===== src/rtl/vpifo_req_sched_pkg.sv =====
// Shared parameters, op encoding and response-pipe payload for the vPIFO request scheduler.
// The optional VPIFO_SCHED_STATS_EN build uses no extra package content.
package vpifo_req_sched_pkg;

  function automatic int unsigned tree_cap(input int unsigned levels);
    return (32'd1 << (levels + 32'd1)) - 32'd2;
  endfunction

  function automatic int unsigned bits_for(input int unsigned n);
    return (n > 32'd1) ? $clog2(n) : 32'd1;
  endfunction

  localparam int unsigned PTW           = 16;
  localparam int unsigned LEVEL         = 4;
  localparam int unsigned TREE_NUM      = 4;
  localparam int unsigned NREQ          = 4;
  localparam int unsigned POP_GAP       = 2;
  localparam int unsigned POP_LAT       = 2;
  localparam int unsigned CAP           = tree_cap(LEVEL);
  localparam int unsigned TREE_NUM_BITS = bits_for(TREE_NUM);
  localparam int unsigned RID_BITS      = bits_for(NREQ);
  localparam int unsigned OCC_W         = $clog2(CAP + 1);
  localparam int unsigned GAP_W         = bits_for(POP_GAP);

  typedef enum logic {
    OP_PUSH = 1'b0,
    OP_POP  = 1'b1
  } op_e;

  typedef struct packed {
    logic [RID_BITS-1:0]      req_id;
    logic [TREE_NUM_BITS-1:0] tree_id;
  } rsp_t;

endpackage


===== src/rtl/vpifo_req_sched_if.sv =====
// Requester, PIFO-lane and response signals of the vPIFO request scheduler.
// Slave modport is the scheduler; master is the requester/lane environment.
interface vpifo_req_sched_if;
  import vpifo_req_sched_pkg::*;

  logic [NREQ-1:0]                     req_valid;
  logic [NREQ-1:0]                     req_op;
  logic [NREQ-1:0][TREE_NUM_BITS-1:0]  req_tree_id;
  logic [NREQ-1:0][PTW-1:0]            req_data;
  logic [NREQ-1:0]                     req_ready;
  logic                                push;
  logic                                pop;
  logic [TREE_NUM_BITS-1:0]            tree_id;
  logic [PTW-1:0]                      push_data;
  logic                                task_fifo_full;
  logic [PTW-1:0]                      pop_data;
  logic                                rsp_valid;
  logic [RID_BITS-1:0]                 rsp_req_id;
  logic [TREE_NUM_BITS-1:0]            rsp_tree_id;
  logic [PTW-1:0]                      rsp_data;

  modport slave (
    input  req_valid, req_op, req_tree_id, req_data, task_fifo_full, pop_data,
    output req_ready, push, pop, tree_id, push_data,
           rsp_valid, rsp_req_id, rsp_tree_id, rsp_data
  );

  modport master (
    output req_valid, req_op, req_tree_id, req_data, task_fifo_full, pop_data,
    input  req_ready, push, pop, tree_id, push_data,
           rsp_valid, rsp_req_id, rsp_tree_id, rsp_data
  );
endinterface


===== src/rtl/vpifo_req_sched_rr_arbiter.sv =====
// Rotate-priority one-hot arbiter; search starts at ptr, ptr moves past the winner on a grant.
module vpifo_req_sched_rr_arbiter
  import vpifo_req_sched_pkg::*;
(
  input  logic                clk,
  input  logic                rst_n,
  input  logic [NREQ-1:0]     eligible,
  output logic [NREQ-1:0]     grant_c,
  output logic [RID_BITS-1:0] winner_c,
  output logic                any_c
);

  logic [RID_BITS-1:0] ptr;
  logic [RID_BITS-1:0] idx;

  always_comb begin
    grant_c  = '0;
    winner_c = '0;
    any_c    = 1'b0;
    idx      = '0;
    for (int unsigned i = 0; i < NREQ; i++) begin
      idx = RID_BITS'((32'(ptr) + i) % NREQ);
      if (!any_c && eligible[idx]) begin
        any_c         = 1'b1;
        winner_c      = idx;
        grant_c[idx]  = 1'b1;
      end
    end
  end

  always_ff @(posedge clk or negedge rst_n) begin
    if (!rst_n) begin
      ptr <= '0;
    end else if (any_c) begin
      ptr <= (32'(winner_c) == NREQ - 1) ? '0 : winner_c + RID_BITS'(1);
    end
  end

endmodule


===== src/rtl/vpifo_req_sched.sv =====
// Request scheduler for one PIFO lane: RR arbitration, per-tree occupancy, pop spacing, tagged responses.
// Optional VPIFO_SCHED_STATS_EN adds per-requester saturating grant counters (grant_cnt).
module vpifo_req_sched
  import vpifo_req_sched_pkg::*;
(
  input  logic                   clk,
  input  logic                   rst_n,
  vpifo_req_sched_if.slave       bus
`ifdef VPIFO_SCHED_STATS_EN
  ,
  output logic [NREQ-1:0][31:0]  grant_cnt
`endif
);

  logic [OCC_W-1:0]         occ [TREE_NUM];
  logic [GAP_W-1:0]         gap [TREE_NUM];
  logic [NREQ-1:0]          eligible;
  logic [NREQ-1:0]          grant_c;
  logic [RID_BITS-1:0]      winner_c;
  logic                     any_c;
  op_e                      win_op_c;
  logic [TREE_NUM_BITS-1:0] win_tree_c;
  logic [PTW-1:0]           win_data_c;
  logic [RID_BITS-1:0]      issue_rid;
  logic [POP_LAT-1:0]       pipe_vld;
  rsp_t                     pipe_info [POP_LAT];

  // Nothing is granted while held in reset or while the lane backpressures.
  always_comb begin
    eligible = '0;
    for (int unsigned r = 0; r < NREQ; r++) begin
      eligible[r] = bus.req_valid[r] & ~bus.task_fifo_full & rst_n &
                    ((op_e'(bus.req_op[r]) == OP_PUSH)
                      ? (32'(occ[bus.req_tree_id[r]]) < CAP)
                      : ((occ[bus.req_tree_id[r]] != '0) && (gap[bus.req_tree_id[r]] == '0)));
    end
  end

  vpifo_req_sched_rr_arbiter u_arb (
    .clk      (clk),
    .rst_n    (rst_n),
    .eligible (eligible),
    .grant_c  (grant_c),
    .winner_c (winner_c),
    .any_c    (any_c)
  );

  assign bus.req_ready = grant_c;
  assign win_op_c      = op_e'(bus.req_op[winner_c]);
  assign win_tree_c    = bus.req_tree_id[winner_c];
  assign win_data_c    = bus.req_data[winner_c];

  always_ff @(posedge clk or negedge rst_n) begin
    if (!rst_n) begin
      bus.push      <= 1'b0;
      bus.pop       <= 1'b0;
      bus.tree_id   <= '0;
      bus.push_data <= '0;
      issue_rid     <= '0;
    end else begin
      bus.push      <= any_c && (win_op_c == OP_PUSH);
      bus.pop       <= any_c && (win_op_c == OP_POP);
      bus.tree_id   <= any_c ? win_tree_c : '0;
      bus.push_data <= (any_c && (win_op_c == OP_PUSH)) ? win_data_c : '0;
      issue_rid     <= any_c ? winner_c : '0;
    end
  end

  // Occupancy follows handshakes; a pop arms the tree's spacing timer.
  always_ff @(posedge clk or negedge rst_n) begin
    if (!rst_n) begin
      for (int unsigned t = 0; t < TREE_NUM; t++) begin
        occ[t] <= '0;
        gap[t] <= '0;
      end
    end else begin
      for (int unsigned t = 0; t < TREE_NUM; t++) begin
        if (any_c && (32'(win_tree_c) == t)) begin
          occ[t] <= (win_op_c == OP_PUSH) ? occ[t] + OCC_W'(1) : occ[t] - OCC_W'(1);
        end
        if (any_c && (32'(win_tree_c) == t) && (win_op_c == OP_POP)) begin
          gap[t] <= GAP_W'(POP_GAP - 1);
        end else if (gap[t] != '0) begin
          gap[t] <= gap[t] - GAP_W'(1);
        end
      end
    end
  end

  // Tag pipe aligned to the issued pop; reset flushes anything in flight.
  always_ff @(posedge clk or negedge rst_n) begin
    if (!rst_n) begin
      pipe_vld <= '0;
      for (int unsigned i = 0; i < POP_LAT; i++) begin
        pipe_info[i] <= '0;
      end
    end else begin
      pipe_vld[0]  <= bus.pop;
      pipe_info[0] <= bus.pop ? rsp_t'{req_id: issue_rid, tree_id: bus.tree_id} : '0;
      for (int unsigned i = 1; i < POP_LAT; i++) begin
        pipe_vld[i]  <= pipe_vld[i-1];
        pipe_info[i] <= pipe_info[i-1];
      end
    end
  end

  assign bus.rsp_valid   = pipe_vld[POP_LAT-1];
  assign bus.rsp_req_id  = pipe_info[POP_LAT-1].req_id;
  assign bus.rsp_tree_id = pipe_info[POP_LAT-1].tree_id;
  // Lane data arrives in the response cycle itself, so it is passed straight through.
  assign bus.rsp_data    = pipe_vld[POP_LAT-1] ? bus.pop_data : '0;

`ifdef VPIFO_SCHED_STATS_EN
  always_ff @(posedge clk or negedge rst_n) begin
    if (!rst_n) begin
      grant_cnt <= '0;
    end else begin
      for (int unsigned r = 0; r < NREQ; r++) begin
        if (grant_c[r] && (grant_cnt[r] != '1)) begin
          grant_cnt[r] <= grant_cnt[r] + 32'd1;
        end
      end
    end
  end
`else
  // Statistics build option disabled: no grant counters.
`endif

endmodule


===== src/flat_wrapper.sv =====
// flat-port wrapper written by rule: the top's interface ports become plain ports
module vpifo_req_sched_flat import vpifo_req_sched_pkg::*;
  (clk, rst_n, bus_req_valid, bus_req_op, bus_req_tree_id, bus_req_data, bus_task_fifo_full, bus_pop_data, bus_req_ready, bus_push, bus_pop, bus_tree_id, bus_push_data, bus_rsp_valid, bus_rsp_req_id, bus_rsp_tree_id, bus_rsp_data);
  vpifo_req_sched_if bus_i ();
  input  logic clk;
  input  logic rst_n;
  input wire logic [$bits(bus_i.req_valid)-1:0] bus_req_valid;
  input wire logic [$bits(bus_i.req_op)-1:0] bus_req_op;
  input wire logic [$bits(bus_i.req_tree_id)-1:0] bus_req_tree_id;
  input wire logic [$bits(bus_i.req_data)-1:0] bus_req_data;
  input wire logic [$bits(bus_i.task_fifo_full)-1:0] bus_task_fifo_full;
  input wire logic [$bits(bus_i.pop_data)-1:0] bus_pop_data;
  output wire logic [$bits(bus_i.req_ready)-1:0] bus_req_ready;
  output wire logic [$bits(bus_i.push)-1:0] bus_push;
  output wire logic [$bits(bus_i.pop)-1:0] bus_pop;
  output wire logic [$bits(bus_i.tree_id)-1:0] bus_tree_id;
  output wire logic [$bits(bus_i.push_data)-1:0] bus_push_data;
  output wire logic [$bits(bus_i.rsp_valid)-1:0] bus_rsp_valid;
  output wire logic [$bits(bus_i.rsp_req_id)-1:0] bus_rsp_req_id;
  output wire logic [$bits(bus_i.rsp_tree_id)-1:0] bus_rsp_tree_id;
  output wire logic [$bits(bus_i.rsp_data)-1:0] bus_rsp_data;
  assign bus_i.req_valid = bus_req_valid;
  assign bus_i.req_op = bus_req_op;
  assign bus_i.req_tree_id = bus_req_tree_id;
  assign bus_i.req_data = bus_req_data;
  assign bus_i.task_fifo_full = bus_task_fifo_full;
  assign bus_i.pop_data = bus_pop_data;
  assign bus_req_ready = bus_i.req_ready;
  assign bus_push = bus_i.push;
  assign bus_pop = bus_i.pop;
  assign bus_tree_id = bus_i.tree_id;
  assign bus_push_data = bus_i.push_data;
  assign bus_rsp_valid = bus_i.rsp_valid;
  assign bus_rsp_req_id = bus_i.rsp_req_id;
  assign bus_rsp_tree_id = bus_i.rsp_tree_id;
  assign bus_rsp_data = bus_i.rsp_data;
  vpifo_req_sched u_core (.clk(clk), .rst_n(rst_n), .bus(bus_i));
endmodule

===== config.mk =====
export PLATFORM = sky130hd
export DESIGN_NAME = vpifo_req_sched_flat
export DESIGN_NICKNAME = d
export VERILOG_FILES = /design/src/rtl/vpifo_req_sched_pkg.sv /design/src/rtl/vpifo_req_sched_if.sv /design/src/rtl/vpifo_req_sched_rr_arbiter.sv /design/src/rtl/vpifo_req_sched.sv /design/src/flat_wrapper.sv
export SDC_FILE = /design/constraint.sdc
export NUM_CORES = 1
export LEC_CHECK = 0
export ABC_AREA = 1
export ABC_CLOCK_PERIOD_IN_PS = 4650
export CELL_PAD_IN_SITES_DETAIL_PLACEMENT = 1
export CELL_PAD_IN_SITES_GLOBAL_PLACEMENT = 1
export CORE_MARGIN = 4
export CORE_UTILIZATION = 33
export CTS_CLUSTER_DIAMETER = 30
export DETAILED_ROUTE_END_ITERATION = 8
export PLACE_DENSITY_LB_ADDON = 0.1
export SETUP_SLACK_MARGIN = 0.2
export SLEW_MARGIN = 30
export SYNTH_ARGS = -nofsm -noshare
export SYNTH_HDL_FRONTEND = slang
export SYNTH_HIERARCHICAL = 1
export SYNTH_SLANG_ARGS = --single-unit

===== constraint.sdc =====
create_clock -name clk -period 4.65 [get_ports clk]
set_input_delay 0.93 -clock clk [delete_from_list [all_inputs] [get_ports clk]]
set_output_delay 0.93 -clock clk [all_outputs]
set_load 0.1 [all_outputs]

==> flow_metrics.py, run 1 <==
metrics = {
    "clocking": {
        "numClockSinks": 58,
        "path_clk_slew_ns": 0.05,
        "clock_path_buffers": 2,
        "cts_buffers": 9,
        "cts_hold_buffers": 0,
        "htree_levels": 3,
        "cts_tree": "built",
        "clk_latency_ns": 0.34,
        "cts_root_buffer": "clkbuf_16",
    },
    "synth": {
        "avgSynthCellArea_um2": 6.67,
        "syn-instance-count": 703,
        "synth-seq-cells": 58,
        "synth.net_count": 824,
        "synthesis.area_mm2": 0.00469,
        "ys_warn_count": 6,
        "yosysSeqAreaShare_pct": 30.9,
        "synth_cell_types": 33,
    },
    "routing": {
        "wirelength_mm": 19.4,
        "drtIter0Drc": 243,
        "remaining_drc_errors": 0,
        "firstDrtPassIters": 4,
        "avgRoutedWirePerCell_um": 18.2,
        "vias_per_cell": 4.99,
        "via_count": 5320,
        "postRouteAntennaNets": 0,
    },
    "timing": {
        "relSlewSlack_pct": 32.1,
        "grt_setup_unrepaired": "no",
        "setup_tns_ns": 0,
        "period_minus_slack_ns": 4.19,
        "period_share_pct": 90.0,
        "finalSetupViolCount": 0,
        "setup_ws_ns": 0.464,
        "hold_viol": 0,
        "tightest_slew_ns": 1.01,
        "slew_viol_final": 0,
        "finalClockSkew_ns": 0.00680,
        "fmax_mhz": 239,
    },
    "setup_path": {
        "crit_arrival_ns": 3.26,
        "crit_required_ns": 3.72,
        "critPathCaptureType": "primary output",
        "r2r_cells": 30,
        "startpoint_type": "primary input",
        "crit_type": "in -> out",
        "ff2ff_setup_slack_ns": 0.89,
        "r2r-end": "u_core/occ[14]$_DFFE_PN0P_",
        "crit_start": "bus_req_tree_id[2]",
        "crit_end": "bus_req_ready[1]",
        "r2r_start": "u_core/occ[11]$_DFFE_PN0P_",
        "cp_max_fo": 11,
    },
    "layout": {
        "drive_gt1_share_pct": 17.7,
        "final_nets": 1004,
        "n_antenna_cell": 0,
        "fin_area_mm2": 0.00696,
        "final_cells": 1067,
        "multiInputGateArea_mm2": 0.00280,
        "nFillCells": 1781,
        "seqCellArea_mm2": 0.00145,
        "area_growth_pct": 48.4,
    },
    "run_status": {
        "status": "finished clean",
    },
    "global_route": {
        "grt_overflow": 0,
        "use_met2_pct": 44.1,
        "grt_max_degree": 59,
        "grt_pass1_wl_mm": 30.9,
        "antenna_found_initial": 0,
        "gr-max-usage-layer": "met2",
        "grt_use_met3_pct": 4.47,
        "grt_pass1_vias": 5826,
        "grt_usage_pct": 24.4,
        "grt_use_met1_pct": 29.0,
    },
    "placed_design": {
        "dp_slack_ns": -0.262,
        "dp_cells": 1049,
        "io_buffers": 143,
        "place_area_mm2": 0.00664,
        "hpwl_mm": 15.0,
        "place_congestion": 0.896,
    },
    "floorplan": {
        "rows": 43,
        "die_w_um": 127,
        "dieHeight_um": 127,
        "coreArea_mm2": 0.0139,
        "pin_count": 144,
        "die_area_mm2": 0.0162,
        "initial_core_util_pct": 33.8,
    },
    "hold_path": {
        "min_path_type": "reg -> reg",
        "hold_start": "u_core/pipe_info[7]$_DFF_PN0_",
    },
    "run": {
        "max-cap-violations": 0,
    },
}
-- synth_stat cells, drive strengths merged --
cell type  instances  area share (%)
fa                 4             1.7
dfrtp             58              31
a21boi             1            0.16
buf               21             2.9
a21oi             30             4.0
clkbuf             6            0.48
o211ai             1            0.16
nand3             64             7.6
xnor2              7             1.3
nand2            208              18
inv               82             6.6
ha                18             4.8
xor2               7             1.5
a22oi              1            0.16
o22ai              2            0.27
o21ai             74             7.9
nor2             116              10
nand4              3             1.0
-- worst min-delay path by stage --
stage	depth (start not counted)	endpoint
floorplan	0	u_core/bus.rsp_req_id[0]$_DFF_PN0_
global placement	0	u_core/bus.rsp_tree_id[0]$_DFF_PN0_
detailed placement	0	u_core/bus.rsp_req_id[0]$_DFF_PN0_
CTS	0	u_core/bus.rsp_req_id[1]$_DFF_PN0_
global route	0	u_core/bus.rsp_req_id[0]$_DFF_PN0_
finish	0	u_core/bus.rsp_req_id[1]$_DFF_PN0_
-- worst max-delay path: stages --
cell and delay (ns):
clkdlybuf4s15_1 0.24, inv_1 0.07, buf_6 0.14, nand2_1 0.06, nand3_1 0.06, nand2_1 0.12
inv_1 0.05, nor2_1 0.10, nand2_1 0.06, nand2_1 0.07, a21oi_2 0.07, nand2_2 0.08
nand3_2 0.09, nand2_4 0.12, inv_4 0.05, nor2_8 0.14, nand4_4 0.11, buf_4 0.17
o211ai_1 0.27, buf_12 0.22
-- layer usage --
layer | up-vias | part of all wire (%)
li1 | 2570 | -
met1 | 2561 | 41
met2 | 157 | 51
met3 | 32 | 5.5
met4 | 0 | 2.5
met5 | - | 0
-- state kept, by name, summed over array words and instances, names as in the netlist --
signal,count
u_core/gap,4
u_core/bus.pop,1
u_core/bus.tree_id,2
u_core/pipe_vld,2
u_core/bus.push,1
u_core/bus.push_data,16
u_core/occ,20
u_core/issue_rid,2
u_core/bus.rsp_req_id,2
u_core/pipe_info,4
u_core/bus.rsp_tree_id,2
u_core/u_arb/ptr,2
-- final cells by class --
type                    count  area share [%]
well taps                 180            3.24
clock inverters             6           0.503
clock buffers               9            3.24
flip-flops and latches     58            20.9
inverters                  82            4.78
multi-input cells         536            40.2
repair buffers            196            27.1
-- metrics by stage --
step | hold slack (ns) | util (%)
floorplan | 0.331 | -
global route | 0.356 | 50.1
detailed placement | 0.340 | 47.8
finish | 0.348 | 50.1
global placement | 0.332 | 47.8
CTS | 0.351 | 50.0
-- kinds of logic after synthesis --
kind of cell	after synthesis	share of synthesized area [%]
AND/OR/NAND/NOR	391	37.2
AO/OA/AOI/OAI	109	12.6
buffers and inverters	109	9.98
flip-flops	58	30.9
adder cells (fa/ha/maj)	22	6.51
XOR/XNOR	14	2.77
-- cell usage in the layout (no fill, tap or decap), types with 2 or more instances in the layout --
cell,n
nor2_1,111
o21ai_0,54
o21ai_1,18
nand3_1,56
ha_1,18
nor2_4,2
dlymetal6s2s_1,3
o22ai_1,2
buf_12,7
buf_4,62
nand4_4,2
clkinvlp_4,2
clkbuf_16,9
o21ai_2,2
nand3_2,8
inv_4,5
xnor2_1,7
clkinv_2,4
a21oi_1,16
buf_6,3
clkdlybuf4s50_1,114
a21oi_2,14
dfrtp_1,58
nor2_8,2
inv_2,13
nand2_1,194
nand2_2,6
inv_1,63
nand2_4,8
fa_1,4
clkbuf_2,3
xor2_1,6
-- what timing repair did --
item | CTS | global route
hold endpoints to repair | 0 | 0
setup endpoints to repair | 8 | 14
pin swaps | 3 | 3
resized for setup | 12 | 21
setup buffers | 1 | 0
gates cloned | 2 | 0
Power of run 1 is left out: the tool's default activity adds up to more than one toggle a clock period on the data nets, which glitch-free logic cannot reach.
==> run 2, diff against run 1 <==
- ABC_CLOCK_PERIOD_IN_PS: 4650 -> 4500
- clock period: 4.65 -> 4.5 ns (I/O delays scaled with it)
==> flow_metrics.py, run 2 (synthesis gave the netlist of run 1 again) <==
metrics = {
    "run_status": {
        "status": "finished clean",
    },
    "hold_path": {
        "min_path_type": "reg -> reg",
        "min_to": "u_core/pipe_vld[1]$_DFF_PN0_",
        "whs_path_depth": 0,
        "hold_start": "u_core/pipe_vld[0]$_DFF_PN0_",
    },
    "placed_design": {
        "hpwl_mm": 14.8,
        "io_buffers": 143,
        "place_congestion": 0.911,
        "dp_cells": 1055,
    },
    "clocking": {
        "clock_path_buffers": 2,
        "cts_tree": "built",
        "cts_hold_buffers": 0,
        "path_clk_slew_ns": 0.05,
        "numClockSinks": 58,
        "clk_latency_ns": 0.34,
        "cts_buffers": 9,
        "htree_levels": 3,
        "cts_root_buffer": "clkbuf_16",
    },
    "layout": {
        "final_common_cell": "nand2_1",
        "final_nets": 1018,
        "n_antenna_cell": 0,
        "drive_gt1_share_pct": 21.1,
        "final_cells": 1082,
        "area_growth_pct": 52.2,
        "nFillCells": 1782,
        "final_cell_mix": "nand2_1 (186), clkdlybuf4s50_1 (114), nor2_1 (108), buf_4 (76), inv_1 (63)",
        "reg.largest.list": "u_core/occ: 20 flops, u_core/bus.push_data: 16 flops",
        "largest-register": "u_core/occ",
        "largest_reg_flops": 20,
    },
    "setup_path": {
        "crit_type": "in -> out",
        "ff2ff_setup_slack_ns": 0.71,
        "cp_max_fo": 7,
        "crit_required_ns": 3.60,
        "startpoint_type": "primary input",
        "r2r_cells": 27,
        "crit_start": "bus_req_tree_id[4]",
        "r2r-end": "u_core/occ[19]$_DFFE_PN0P_",
        "critPathCaptureType": "primary output",
        "r2r_start": "u_core/occ[11]$_DFFE_PN0P_",
        "crit_arrival_ns": 3.18,
    },
    "timing": {
        "hold_viol": 0,
        "tightest_slew_ns": 1.02,
        "grt_setup_unrepaired": "no",
        "period_minus_slack_ns": 4.08,
        "slew_viol_final": 0,
        "fmax_mhz": 245,
        "finalClockSkew_ns": 0.00896,
        "relSlewSlack_pct": 31.7,
        "finalSetupViolCount": 0,
        "period_share_pct": 90.7,
    },
    "routing": {
        "via_count": 5367,
        "avgRoutedWirePerCell_um": 17.9,
        "drtIter0Drc": 296,
        "firstDrtPassIters": 4,
        "postRouteAntennaNets": 0,
        "remaining_drc_errors": 0,
        "wirelength_mm": 19.3,
        "vias_per_cell": 4.96,
    },
    "global_route": {
        "grt_usage_pct": 24.1,
        "antenna_found_initial": 1,
        "grt_pass1_wl_mm": 30.4,
        "grt_max_degree": 59,
        "grt_pass1_vias": 5663,
        "grt_overflow": 0,
    },
    "floorplan": {
        "pin_count": 144,
        "rows": 43,
        "die_w_um": 127,
        "initial_core_util_pct": 33.8,
        "dieHeight_um": 127,
        "coreArea_mm2": 0.0139,
        "die_area_mm2": 0.0162,
    },
    "run": {
        "max-cap-violations": 0,
    },
}
[run 2: final cells by class]
| type | instances | area (um2) | share of cell area (%) |
|---|---|---|---|
| multi-input cells | 536 | 2870 | 40.2 |
| repair buffers | 210 | 1970 | 27.6 |
| flip-flops and latches | 58 | 1450 | 20.3 |
| inverters | 82 | 340 | 4.77 |
| clock buffers | 10 | 239 | 3.35 |
| well taps | 180 | 225 | 3.15 |
| clock inverters | 6 | 41.3 | 0.578 |
[run 2: timing repair]
action | 4_1_cts | 5_1_grt
endpoints found under the hold margin | 0 | 0
cloned | 2 | 0
setup endpoints to repair | 14 | 15
pin swaps | 3 | 13
resized for setup | 21 | 48
buffers inserted | 1 | 8
[run 2: layer usage]
| metal | vias to the layer above | track usage [%] | wire length (um) |
|---|---|---|---|
| li1 | 2606 | - | - |
| met4 | 2 | 8.08 | 548 |
| met3 | 39 | 4.64 | 1110 |
| met1 | 2556 | 29.8 | 8160 |
| met2 | 164 | 42.1 | 9500 |
| met5 | - | 0 | 10 |
[run 2: worst max-delay path by stage]
stage,cells past startpoint,to,slack (ns)
finish,20,bus_req_ready[1],0.42
global route,32,u_core/occ[19]$_DFFE_PN0P_,0.18
CTS,19,bus_req_ready[1],0.24
detailed placement,34,u_core/occ[9]$_DFFE_PN0P_,-0.42
global placement,32,u_core/occ[19]$_DFFE_PN0P_,-0.21
floorplan,17,bus_req_ready[1],0.02
[run 2: worst max-delay path, stage by stage]
cell      delay [ns]
clkbuf_4        0.15
clkinv_4        0.08
buf_4           0.16
nand2_1         0.06
nand3_1         0.07
nand2_1         0.11
nand2_1         0.08
nor2_2          0.08
nand2_1         0.06
nand2_2         0.09
a21oi_4         0.07
nand2_2         0.10
nand3_4         0.10
nand2_4         0.12
inv_4           0.06
nor2_8          0.12
nand4_4         0.10
buf_4           0.17
o211ai_1        0.28
buf_12          0.22
[run 2: per-stage QoR]
step | cell area (um2) | util (%) | worst slack, ns | hold slack (ns) | setup TNS (ns)
after floorplan | 4760 | - | 0.0155 | 0.331 | 0
after global placement | 6680 | 48.1 | -0.215 | 0.332 | -1.02
after detailed placement | 6680 | 48.1 | -0.417 | 0.339 | -3.33
after CTS | 7020 | 50.5 | 0.241 | 0.349 | 0
after global routing | 7140 | 51.4 | 0.181 | 0.361 | 0
final | 7140 | 51.4 | 0.419 | 0.346 | 0
Power of run 2 is left out for the same reason.
